## src/rtl/debug_frame_writer_pkg.sv

```systemverilog
// Shared definitions for both ends of the MicroBlaze debug link:
// request-select codes, the frame width and the responder FSM encoding.
package debug_frame_writer_pkg;

  localparam int DBG_NB_CONTROL_FRAME = 32;

  localparam logic [5:0] SEL_IDLE       = 6'b111111;
  localparam logic [5:0] SEL_DMEM       = 6'b100000;
  localparam logic [5:0] SEL_IMEM       = 6'b100001;
  localparam logic [5:0] SEL_PC         = 6'b100010;
  localparam logic [5:0] SEL_FETCH_DATA = 6'b100100;
  localparam logic [5:0] SEL_FETCH_CTRL = 6'b100101;
  localparam logic [5:0] SEL_DECO_DATA  = 6'b100110;
  localparam logic [5:0] SEL_DECO_CTRL  = 6'b100111;
  localparam logic [5:0] SEL_EXEC_DATA  = 6'b101000;
  localparam logic [5:0] SEL_EXEC_CTRL  = 6'b101001;
  localparam logic [5:0] SEL_MEM_DATA   = 6'b101010;
  localparam logic [5:0] SEL_MEM_CTRL   = 6'b101011;

  localparam logic [1:0] ST_IDLE = 2'd0;
  localparam logic [1:0] ST_SEND = 2'd1;
  localparam logic [1:0] ST_EOD  = 2'd2;

  typedef enum logic [2:0] {
    SRC_NONE,
    SRC_GPR,
    SRC_PC,
    SRC_DMEM,
    SRC_IMEM,
    SRC_LATCH
  } src_e;

  typedef struct packed {
    src_e       src;
    logic [1:0] n;
  } req_info_t;

endpackage

```

## src/rtl/debug_frame_writer.sv

```systemverilog
// MIPS-side responder of the debug link: snapshots the addressed source on a
// request pulse, streams it as 32-bit frames and closes with a one-cycle EoD.
//
// state   | meaning
// --------+-----------------------------------------------------------
// IDLE    | waiting for a request code other than 6'b111111
// SEND    | one frame per cycle; snap shifts left, word_cnt counts up
// EOD     | o_eod high for one cycle with o_frame = 0, then IDLE
module debug_frame_writer
  import debug_frame_writer_pkg::*;
#(
  parameter int NB_CONTROL_FRAME = DBG_NB_CONTROL_FRAME,
  parameter int NB_REG           = 32,
  parameter int NB_LATCH         = 96,
  parameter int NB_SELECT        = 6
) (
  input  logic                        i_clock,
  input  logic                        i_reset,
  input  logic [NB_SELECT-1:0]        i_request_select,
  output logic [4:0]                  o_reg_addr,
  input  logic [NB_REG-1:0]           i_reg_data,
  input  logic [NB_REG-1:0]           i_pc,
  input  logic [NB_REG-1:0]           i_mem_data,
  input  logic [NB_REG-1:0]           i_instr_mem_data,
  input  logic [NB_LATCH-1:0]         i_latch_fetch_data,
  input  logic [NB_LATCH-1:0]         i_latch_fetch_ctrl,
  input  logic [NB_LATCH-1:0]         i_latch_deco_data,
  input  logic [NB_LATCH-1:0]         i_latch_deco_ctrl,
  input  logic [NB_LATCH-1:0]         i_latch_exec_data,
  input  logic [NB_LATCH-1:0]         i_latch_exec_ctrl,
  input  logic [NB_LATCH-1:0]         i_latch_mem_data,
  input  logic [NB_LATCH-1:0]         i_latch_mem_ctrl,
  output logic [NB_CONTROL_FRAME-1:0] o_frame,
  output logic                        o_eod,
  output logic                        o_busy
);

  localparam int         N_WORDS     = NB_LATCH / NB_CONTROL_FRAME;
  localparam logic [1:0] N_WORDS_CNT = 2'(N_WORDS);

  logic [1:0]           state_q, state_d;
  logic [NB_SELECT-1:0] sel_q, sel_d;
  logic [NB_LATCH-1:0]  snap_q, snap_d;
  logic [1:0]           word_cnt_q, word_cnt_d;
  logic [NB_LATCH-1:0]  latch_vec;
  req_info_t            req_new;
  req_info_t            req_cur;

  function automatic req_info_t decode(input logic [NB_SELECT-1:0] sel);
    req_info_t r;
    r.src = SRC_NONE;
    r.n   = 2'd0;
    if (sel[NB_SELECT-1] == 1'b0) begin
      r.src = SRC_GPR;
      r.n   = 2'd1;
    end else if (sel == SEL_DMEM) begin
      r.src = SRC_DMEM;
      r.n   = 2'd1;
    end else if (sel == SEL_IMEM) begin
      r.src = SRC_IMEM;
      r.n   = 2'd1;
    end else if (sel == SEL_PC) begin
      r.src = SRC_PC;
      r.n   = 2'd1;
    end else if (sel >= SEL_FETCH_DATA && sel <= SEL_MEM_CTRL) begin
      r.src = SRC_LATCH;
      r.n   = N_WORDS_CNT;
    end
    return r;
  endfunction

  assign o_reg_addr = i_request_select[4:0];
  assign req_new    = decode(i_request_select);
  assign req_cur    = decode(sel_q);

  always_comb begin
    latch_vec = '0;
    case (i_request_select)
      SEL_FETCH_DATA: latch_vec = i_latch_fetch_data;
      SEL_FETCH_CTRL: latch_vec = i_latch_fetch_ctrl;
      SEL_DECO_DATA:  latch_vec = i_latch_deco_data;
      SEL_DECO_CTRL:  latch_vec = i_latch_deco_ctrl;
      SEL_EXEC_DATA:  latch_vec = i_latch_exec_data;
      SEL_EXEC_CTRL:  latch_vec = i_latch_exec_ctrl;
      SEL_MEM_DATA:   latch_vec = i_latch_mem_data;
      SEL_MEM_CTRL:   latch_vec = i_latch_mem_ctrl;
      default:        latch_vec = '0;
    endcase
  end

  always_comb begin
    state_d    = state_q;
    sel_d      = sel_q;
    snap_d     = snap_q;
    word_cnt_d = word_cnt_q;
    case (state_q)
      ST_IDLE: begin
        if (i_request_select != SEL_IDLE) begin
          sel_d      = i_request_select;
          word_cnt_d = 2'd0;
          // Memory words are not captured here: their synchronous read lands
          // exactly in the single SEND cycle and is passed straight through.
          case (req_new.src)
            SRC_GPR:   snap_d = {i_reg_data, {(NB_LATCH-NB_REG){1'b0}}};
            SRC_PC:    snap_d = {i_pc, {(NB_LATCH-NB_REG){1'b0}}};
            SRC_LATCH: snap_d = latch_vec;
            default:   snap_d = '0;
          endcase
          state_d = (req_new.n != 2'd0) ? ST_SEND : ST_EOD;
        end
      end
      ST_SEND: begin
        snap_d     = snap_q << NB_CONTROL_FRAME;
        word_cnt_d = word_cnt_q + 2'd1;
        if (word_cnt_q == req_cur.n - 2'd1) begin
          state_d = ST_EOD;
        end
      end
      ST_EOD:  state_d = ST_IDLE;
      default: state_d = ST_IDLE;
    endcase
  end

  always_ff @(posedge i_clock) begin
    if (i_reset) begin
      state_q    <= ST_IDLE;
      sel_q      <= SEL_IDLE;
      snap_q     <= '0;
      word_cnt_q <= 2'd0;
    end else begin
      state_q    <= state_d;
      sel_q      <= sel_d;
      snap_q     <= snap_d;
      word_cnt_q <= word_cnt_d;
    end
  end

  always_comb begin
    o_frame = '0;
    if (state_q == ST_SEND) begin
      case (req_cur.src)
        SRC_DMEM: o_frame = i_mem_data;
        SRC_IMEM: o_frame = i_instr_mem_data;
        default:  o_frame = snap_q[NB_LATCH-1 -: NB_CONTROL_FRAME];
      endcase
    end
  end

  assign o_eod  = (state_q == ST_EOD);
  assign o_busy = (state_q != ST_IDLE);

endmodule

```

## config.mk

```make
export PLATFORM = sky130hd
export DESIGN_NAME = debug_frame_writer
export DESIGN_NICKNAME = d
export VERILOG_FILES = /design/src/rtl/debug_frame_writer_pkg.sv /design/src/rtl/debug_frame_writer.sv
export SDC_FILE = /design/constraint.sdc
export NUM_CORES = 1
export LEC_CHECK = 0
export BUFFER_PORTS_ARGS = -buffer_cell sky130_fd_sc_hd__buf_2
export CAP_MARGIN = 20
export CORE_AREA = 2 2 363 365
export DETAILED_ROUTE_END_ITERATION = 8
export DIE_AREA = 0 0 365 367
export PLACE_DENSITY = 0.33
export RECOVER_POWER = 100
export SLEW_MARGIN = 20
export SYNTH_ARGS = -nofsm -noshare
export SYNTH_HDL_FRONTEND = slang
export SYNTH_SLANG_ARGS = --single-unit
export TNS_END_PERCENT = 50
```

## constraint.sdc

```tcl
create_clock -name i_clock -period 2.4 [get_ports i_clock]
set_input_delay 0.6 -clock i_clock [delete_from_list [all_inputs] [get_ports i_clock]]
set_output_delay 0.6 -clock i_clock [all_outputs]
set_load 0.01 [all_outputs]
```

==> results_dict.tcl, run 1 <==
set metrics [dict create \
    htree_levels 3 \
    ios 943 \
    post-place-ws_ns -0.861 \
    cts.root.buffer_cell "clkbuf_16" \
    rsz0062_at_grt "true" \
    die_x_um 365 \
    avgRoutedWirePerCell_um 35.7 \
    dieArea_um2 134000 \
    synth-seq-area-share_pct 19.1 \
    hold_viol_final 0 \
    synth_area_leader_cell "dfxtp_1" \
    ir_drop_v 0.000417 \
    place_inst 4207 \
    switching_share_pct 39.7 \
    grt_max_degree 39 \
    cts_hold_buf 0 \
    grt.total_usage_pct 21.9 \
    r2r_cells 8 \
    drv_cap 0 \
    p_per_area_nw_per_um2 317 \
    r2r_setup_slack_ns 0.06 \
    whs_path_depth 3 \
    grt_pass1_vias 18194 \
    setup_viol 49 \
    instances_no_fill 4285 \
    die_y_um 367 \
    rows 133 \
    combPwrFrac_pct 43.8 \
    hold_ws_ns 0.481 \
    finalInstanceArea_um2 21100 \
    timing.rr.end "snap_q[77]" \
    relSlewSlack_pct 55.6 \
    synth_top_area_share_pct 19.1 \
    crit_path_start_kind "input port" \
    ys_types 68 \
    timing.final.ws_setup_ns -0.180 \
    worstMarginPinSlew_ns 0.650 \
    r2r_start "state_q[1]" \
    syn_avg_cell_area_um2 7.82 \
    clock.fmax_ghz 0.388 \
    cts_buffer_depth 2 \
    nNetsFinal 3384 \
    start_util_pct 8.53 \
    area_delta_synth_final_pct 89.2 \
    dpl_cell_area_um2 20000 \
    worstPathMaxFanout 25 \
    violations "setup timing" \
    finalSetupTns_ns -2.17 \
    period_needed_ns 2.58 \
    cts_tree "yes" \
    p_leak_uw 0.00968 \
    drv_slew 0 \
    crit_required_ns 2.67 \
    core_region_area_um2 130000 \
    p_int_uw 4020 \
    clk_latency_ns 0.41 \
    endpoint_kind "flip-flop" \
    vias 18452 \
    synth_cells 1424 \
    drive_gt1_share_pct 56.8 \
    grt-ovfl-total 0 \
    pwr-share-clk_pct 27.0 \
    syn-num-nets 2328 \
    fill_cells 15282 \
    drtIter0Drc 1626 \
    seqPwrFrac_pct 29.2 \
    path_clk_slew_ns 0.09 \
    vias_per_cell 4.31 \
    ys_ff_latch 106 \
    final_antenna_net_count 0 \
    finalWirelength_um 153000 \
    min_from "i_reg_data[5]" \
    route.detailed.drc 0 \
    worstSetupPathType "input port to flip-flop" \
    crit_arrival_ns 2.86 \
    cts_buffers 9 \
    portBuffers 942 \
    synthArstFlopShare_pct 0 \
    gp_congestion 0.937 \
    synth_flop_cell "dfxtp_1" \
    netSwitchingPower_uw 2650 \
    dp_hpwl_um 135000 \
    synth_edf_count 0 \
    netlist_area_um2 11100 \
    finalClockSkew_ns 0.0163 \
    synthTopCellsByArea "dfxtp_1 (19%), and3_1 (15%), a22oi_1 (10%), a2111oi_2 (4.6%), a21oi_1 (4.0%)" \
    min_period_over_period_pct 108 \
    grt_pass1_wl_um 192000 \
    status "complete, but fails checks" \
    antenna_found_initial 198 \
    drt_pass1_iterations 6 \
    clock_sinks 106 \
    hold_class "input port to flip-flop" \
    worstHoldEndpoint "snap_q[69]" \
    ys.warnings.count 0 \
]
cells in the mapped netlist (3+ instances only):
cell	count
and3_1	258
a22oi_1	154
dfxtp_1	106
a21oi_1	89
clkbuf_1	83
buf_2	64
o22ai_1	61
nor2b_1	47
nor2_1	45
a31oi_1	38
a22o_1	37
nand3_1	36
nand2_1	35
a2111oi_2	34
a211oi_1	34
a21o_1	32
a2111oi_0	29
mux2_2	27
nor3_1	22
o21ai_0	18
buf_6	15
a222oi_1	14
buf_4	13
mux2i_1	12
mux4_2	11
nand4_1	10
a221oi_1	9
buf_1	9
inv_1	6
a221o_1	5
a32oi_1	5
and4_1	5
o2bb2ai_1	5
and2_1	4
o31ai_1	4
o32ai_1	4
a2111oi_1	3
nand2b_1	3
nor2_2	3
o211ai_1	3
o41ai_1	3
cells by family after synthesis:
logic type      count (synthesis)  share of synthesized area [%]
mux                            50                           6.04
compound gates                594                           40.6
simple gates                  484                           25.7
buf+inv                       190                           8.58
flops                         106                           19.1
power groups by stage:
stage | Combinational (uW) | Sequential (uW) | Clock [uW]
after global placement | 2840 | 1980 | 0
after floorplan | 910 | 1900 | 0
after detailed placement | 2810 | 1980 | 0
after global routing | 3090 | 1960 | 1890
after CTS | 2930 | 1950 | 1850
final | 2920 | 1950 | 1800
cell usage in the layout (no fill, tap or decap), types with 14 or more instances in the layout:
master | netlist | layout
nand2_1 | 35 | 36
buf_4 | 13 | 207
a21o_1 | 32 | 32
nor2b_1 | 47 | 45
o21ai_0 | 18 | 18
a31oi_1 | 38 | 37
dfxtp_1 | 106 | 100
nand3_1 | 36 | 36
a2111oi_2 | 34 | 32
a22oi_1 | 154 | 154
a21oi_1 | 89 | 89
nor3_1 | 22 | 19
a222oi_1 | 14 | 14
a22o_1 | 37 | 37
buf_2 | 64 | 938
o22ai_1 | 61 | 61
a211oi_2 | 0 | 31
buf_12 | 0 | 55
mux2_2 | 27 | 27
nor2_4 | 1 | 33
diode_2 | 0 | 48
and3_1 | 258 | 257
a2111oi_0 | 29 | 24
per-stage QoR:
stage / util [%] / total power, uW
finish: 16.1 / 6670
global route: 16.1 / 6940
CTS: 16.0 / 6730
detailed placement: 15.3 / 4790
global placement: 15.3 / 4810
floorplan: - / 2810
flip-flops by register name (all words and copies together) (netlist names):
| name | count |
|---|---|
| sel_q | 6 |
| word_cnt_q | 2 |
| snap_q | 96 |
| state_q | 2 |
worst max-delay path: stages:
cell and delay (ns):
clkbuf_1 0.29, and4bb_4 0.33, clkbuf_4 0.32, and3_1 0.27, a2111oi_1 0.56, and3_1 0.34, o22ai_1 0.10
cell type report:
cell class / count / area, um^2 / share of cell area, %
Inverter: 6 / 22.5 / 0.107
Timing Repair Buffer: 1229 / 7720 / 36.6
Clock buffer: 10 / 229 / 1.09
Clock inverter: 3 / 67.6 / 0.321
Antenna cell: 48 / 120 / 0.570
Tap cell: 1755 / 2200 / 10.4
Sequential cell: 106 / 2140 / 10.1
Multi-Input combinational cell: 1128 / 8570 / 40.7
worst max path at each step:
stage                                   start     endpoint  slack, ns  cells after the start
after global placement    i_request_select[4]   snap_q[33]      -0.74                      7
after global routing                 sel_q[1]  o_frame[13]      -0.15                      7
after floorplan                      sel_q[2]  o_frame[10]       0.21                      6
final                     i_request_select[2]   snap_q[32]      -0.18                      7
after CTS                            sel_q[1]  o_frame[14]      -0.14                      8
after detailed placement  i_request_select[4]   snap_q[33]      -0.86                      7
routing by layer:
layer,GRT usage (%),vias to the layer above,routed length (um)
li1,-,7898,-
met1,29.3,9007,67100
met2,33.1,1068,65900
met3,7.47,351,14600
met4,6.30,128,4520
met5,0,-,815
timing repair:
| action | CTS | global route |
|---|---|---|
| endpoints found under the setup margin | 37 | 36 |
| buffers inserted | 7 | 4 |
| gates resized for setup | 98 | 30 |
| pin swaps | 30 | 7 |
| hold endpoints to repair | 0 | 0 |
| gates cloned | 6 | 2 |
No activity file was read; power rests on OpenSTA's default activity.
==> run 2, diff against run 1 <==
==> constraint.sdc (replaced) <==
create_clock -name i_clock -period 2.4 [get_ports i_clock]
set_input_delay 0.48 -clock i_clock [delete_from_list [all_inputs] [get_ports i_clock]]
set_output_delay 0.48 -clock i_clock [all_outputs]
set_load 0.01 [all_outputs]
==> results_dict.tcl, run 2 (synthesis gave the netlist of run 1 again) <==
set metrics [dict create \
    ios 943 \
    clock.fmax_ghz 0.410 \
    vias 18180 \
    timing.final.ws_setup_ns -0.0378 \
    hold_viol_final 0 \
    antenna_found_initial 183 \
    route.detailed.drc 0 \
    die_x_um 365 \
    finalWirelength_um 150000 \
    grt.total_usage_pct 21.5 \
    grt_pass1_wl_um 187000 \
    grt_max_degree 68 \
    path_clk_slew_ns 0.09 \
    dpl_cell_area_um2 19800 \
    die_y_um 367 \
    largest_reg_flops 96 \
    reg_top3 "snap_q: 96 flops, sel_q: 6 flops" \
    largest_register "snap_q" \
    drt_pass1_iterations 7 \
    cts_buffer_depth 2 \
    place_inst 4192 \
    violations "setup timing" \
    rsz0062_at_grt "true" \
    p_leak_uw 0.00949 \
    finalInstanceArea_um2 20700 \
    drv_cap 0 \
    worstSetupPathType "input port to flip-flop" \
    finalClockSkew_ns 0.0109 \
    grt_pass1_vias 17778 \
    crit_required_ns 2.71 \
    worstPathMaxFanout 18 \
    min_period_over_period_pct 102 \
    endpoint_kind "flip-flop" \
    power_uw 6510 \
    mostFrequentLayoutCells "buf_2 (928), and3_1 (257), buf_4 (188)" \
    gp_congestion 0.922 \
    vias_per_cell 4.27 \
    area_delta_synth_final_pct 85.8 \
    dieArea_um2 134000 \
    finalSetupTns_ns -0.0626 \
    hold_ws_ns 0.381 \
    final_antenna_net_count 0 \
    ir_drop_v 0.000385 \
    p_per_area_nw_per_um2 315 \
    clk_latency_ns 0.41 \
    cts_buffers 9 \
    hold_class "input port to flip-flop" \
    crit_path_start_kind "input port" \
    cp_cell_sequence "clkbuf_1, and4bb_4, and2_0, buf_12, buf_4, a22oi_1, a31oi_1, a21o_1" \
    cts.root.buffer_cell "clkbuf_16" \
    dp_hpwl_um 133000 \
    relSlewSlack_pct 44.8 \
    avgRoutedWirePerCell_um 35.3 \
    cp_slowest_cell "a22oi_1" \
    start_util_pct 8.53 \
    grt-ovfl-total 0 \
    cts_tree "yes" \
    period_needed_ns 2.44 \
    instances_no_fill 4259 \
    htree_levels 3 \
    clock_sinks 106 \
    drv_slew 0 \
    portBuffers 942 \
    drive_gt1_share_pct 56.0 \
    core_region_area_um2 130000 \
    slowest_delay_ns 0.46 \
    crit_arrival_ns 2.75 \
    rows 133 \
    drtIter0Drc 1506 \
    final_common_cell "buf_2" \
    setup_viol 2 \
    worstMarginPinSlew_ns 0.827 \
    nNetsFinal 3367 \
    status "complete, but fails checks" \
]
run 2: worst paths after layout:
check | end | slack, ns | from | cells after the start
hold reg to reg | snap_q[5] | 0.48 | snap_q[5] | 1
setup reg to reg | snap_q[38] | 0.06 | state_q[0] | 6
setup / recovery | snap_q[21] | -0.04 | i_request_select[3] | 8
hold / removal | snap_q[83] | 0.38 | i_latch_exec_ctrl[83] | 3
run 2: final cells by class:
| cell class | count | area (um^2) |
|---|---|---|
| Inverter | 6 | 22.5 |
| Fill cell | 15292 | 110000 |
| Timing Repair Buffer | 1212 | 7480 |
| Multi-Input combinational cell | 1128 | 8460 |
| Sequential cell | 106 | 2140 |
| Clock inverter | 7 | 77.6 |
| Antenna cell | 36 | 90.1 |
| Tap cell | 1755 | 2200 |
| Clock buffer | 9 | 225 |
run 2: critical path, delay by kind of cell:
kind / cells / cell delay [ns]
AND/OR/NAND/NOR: 2 / 0.67
buffers and inverters: 3 / 0.72
AO/OA/AOI/OAI: 3 / 0.84
run 2: metal layers:
layer / vias up / global-route usage [%] / share of wire [%] / wire length [um]
li1: 7865 / - / - / -
met1: 8884 / 28.7 / 44 / 66200
met2: 1023 / 33.7 / 44 / 66400
met3: 296 / 7.01 / 9.2 / 13900
met4: 112 / 4.17 / 2.1 / 3180
met5: - / 0 / 0.45 / 679
run 2: stage by stage:
stage               util, %  setup slack [ns]
CTS                    15.9           -0.0815
global route           15.8           -0.0729
floorplan                 -             0.331
detailed placement     15.2            -0.544
global placement       15.2            -0.537
finish                 15.9           -0.0378
run 2: timing repair:
item                       CTS  global route
setup endpoints to repair   33            35
gates cloned                 5             0
pin swaps                   26            13
buffers inserted            10             6
resized for setup           80            26
hold buffers                 0             0
hold endpoints to repair     0             0
run 2: where the power goes:
part | total [uW] | leakage, uW | internal [uW] | switching [uW]
clock network | 1760 | 0.000152 | 825 | 934
logic | 2800 | 0.00848 | 1230 | 1570
registers | 1950 | 0.000859 | 1820 | 130
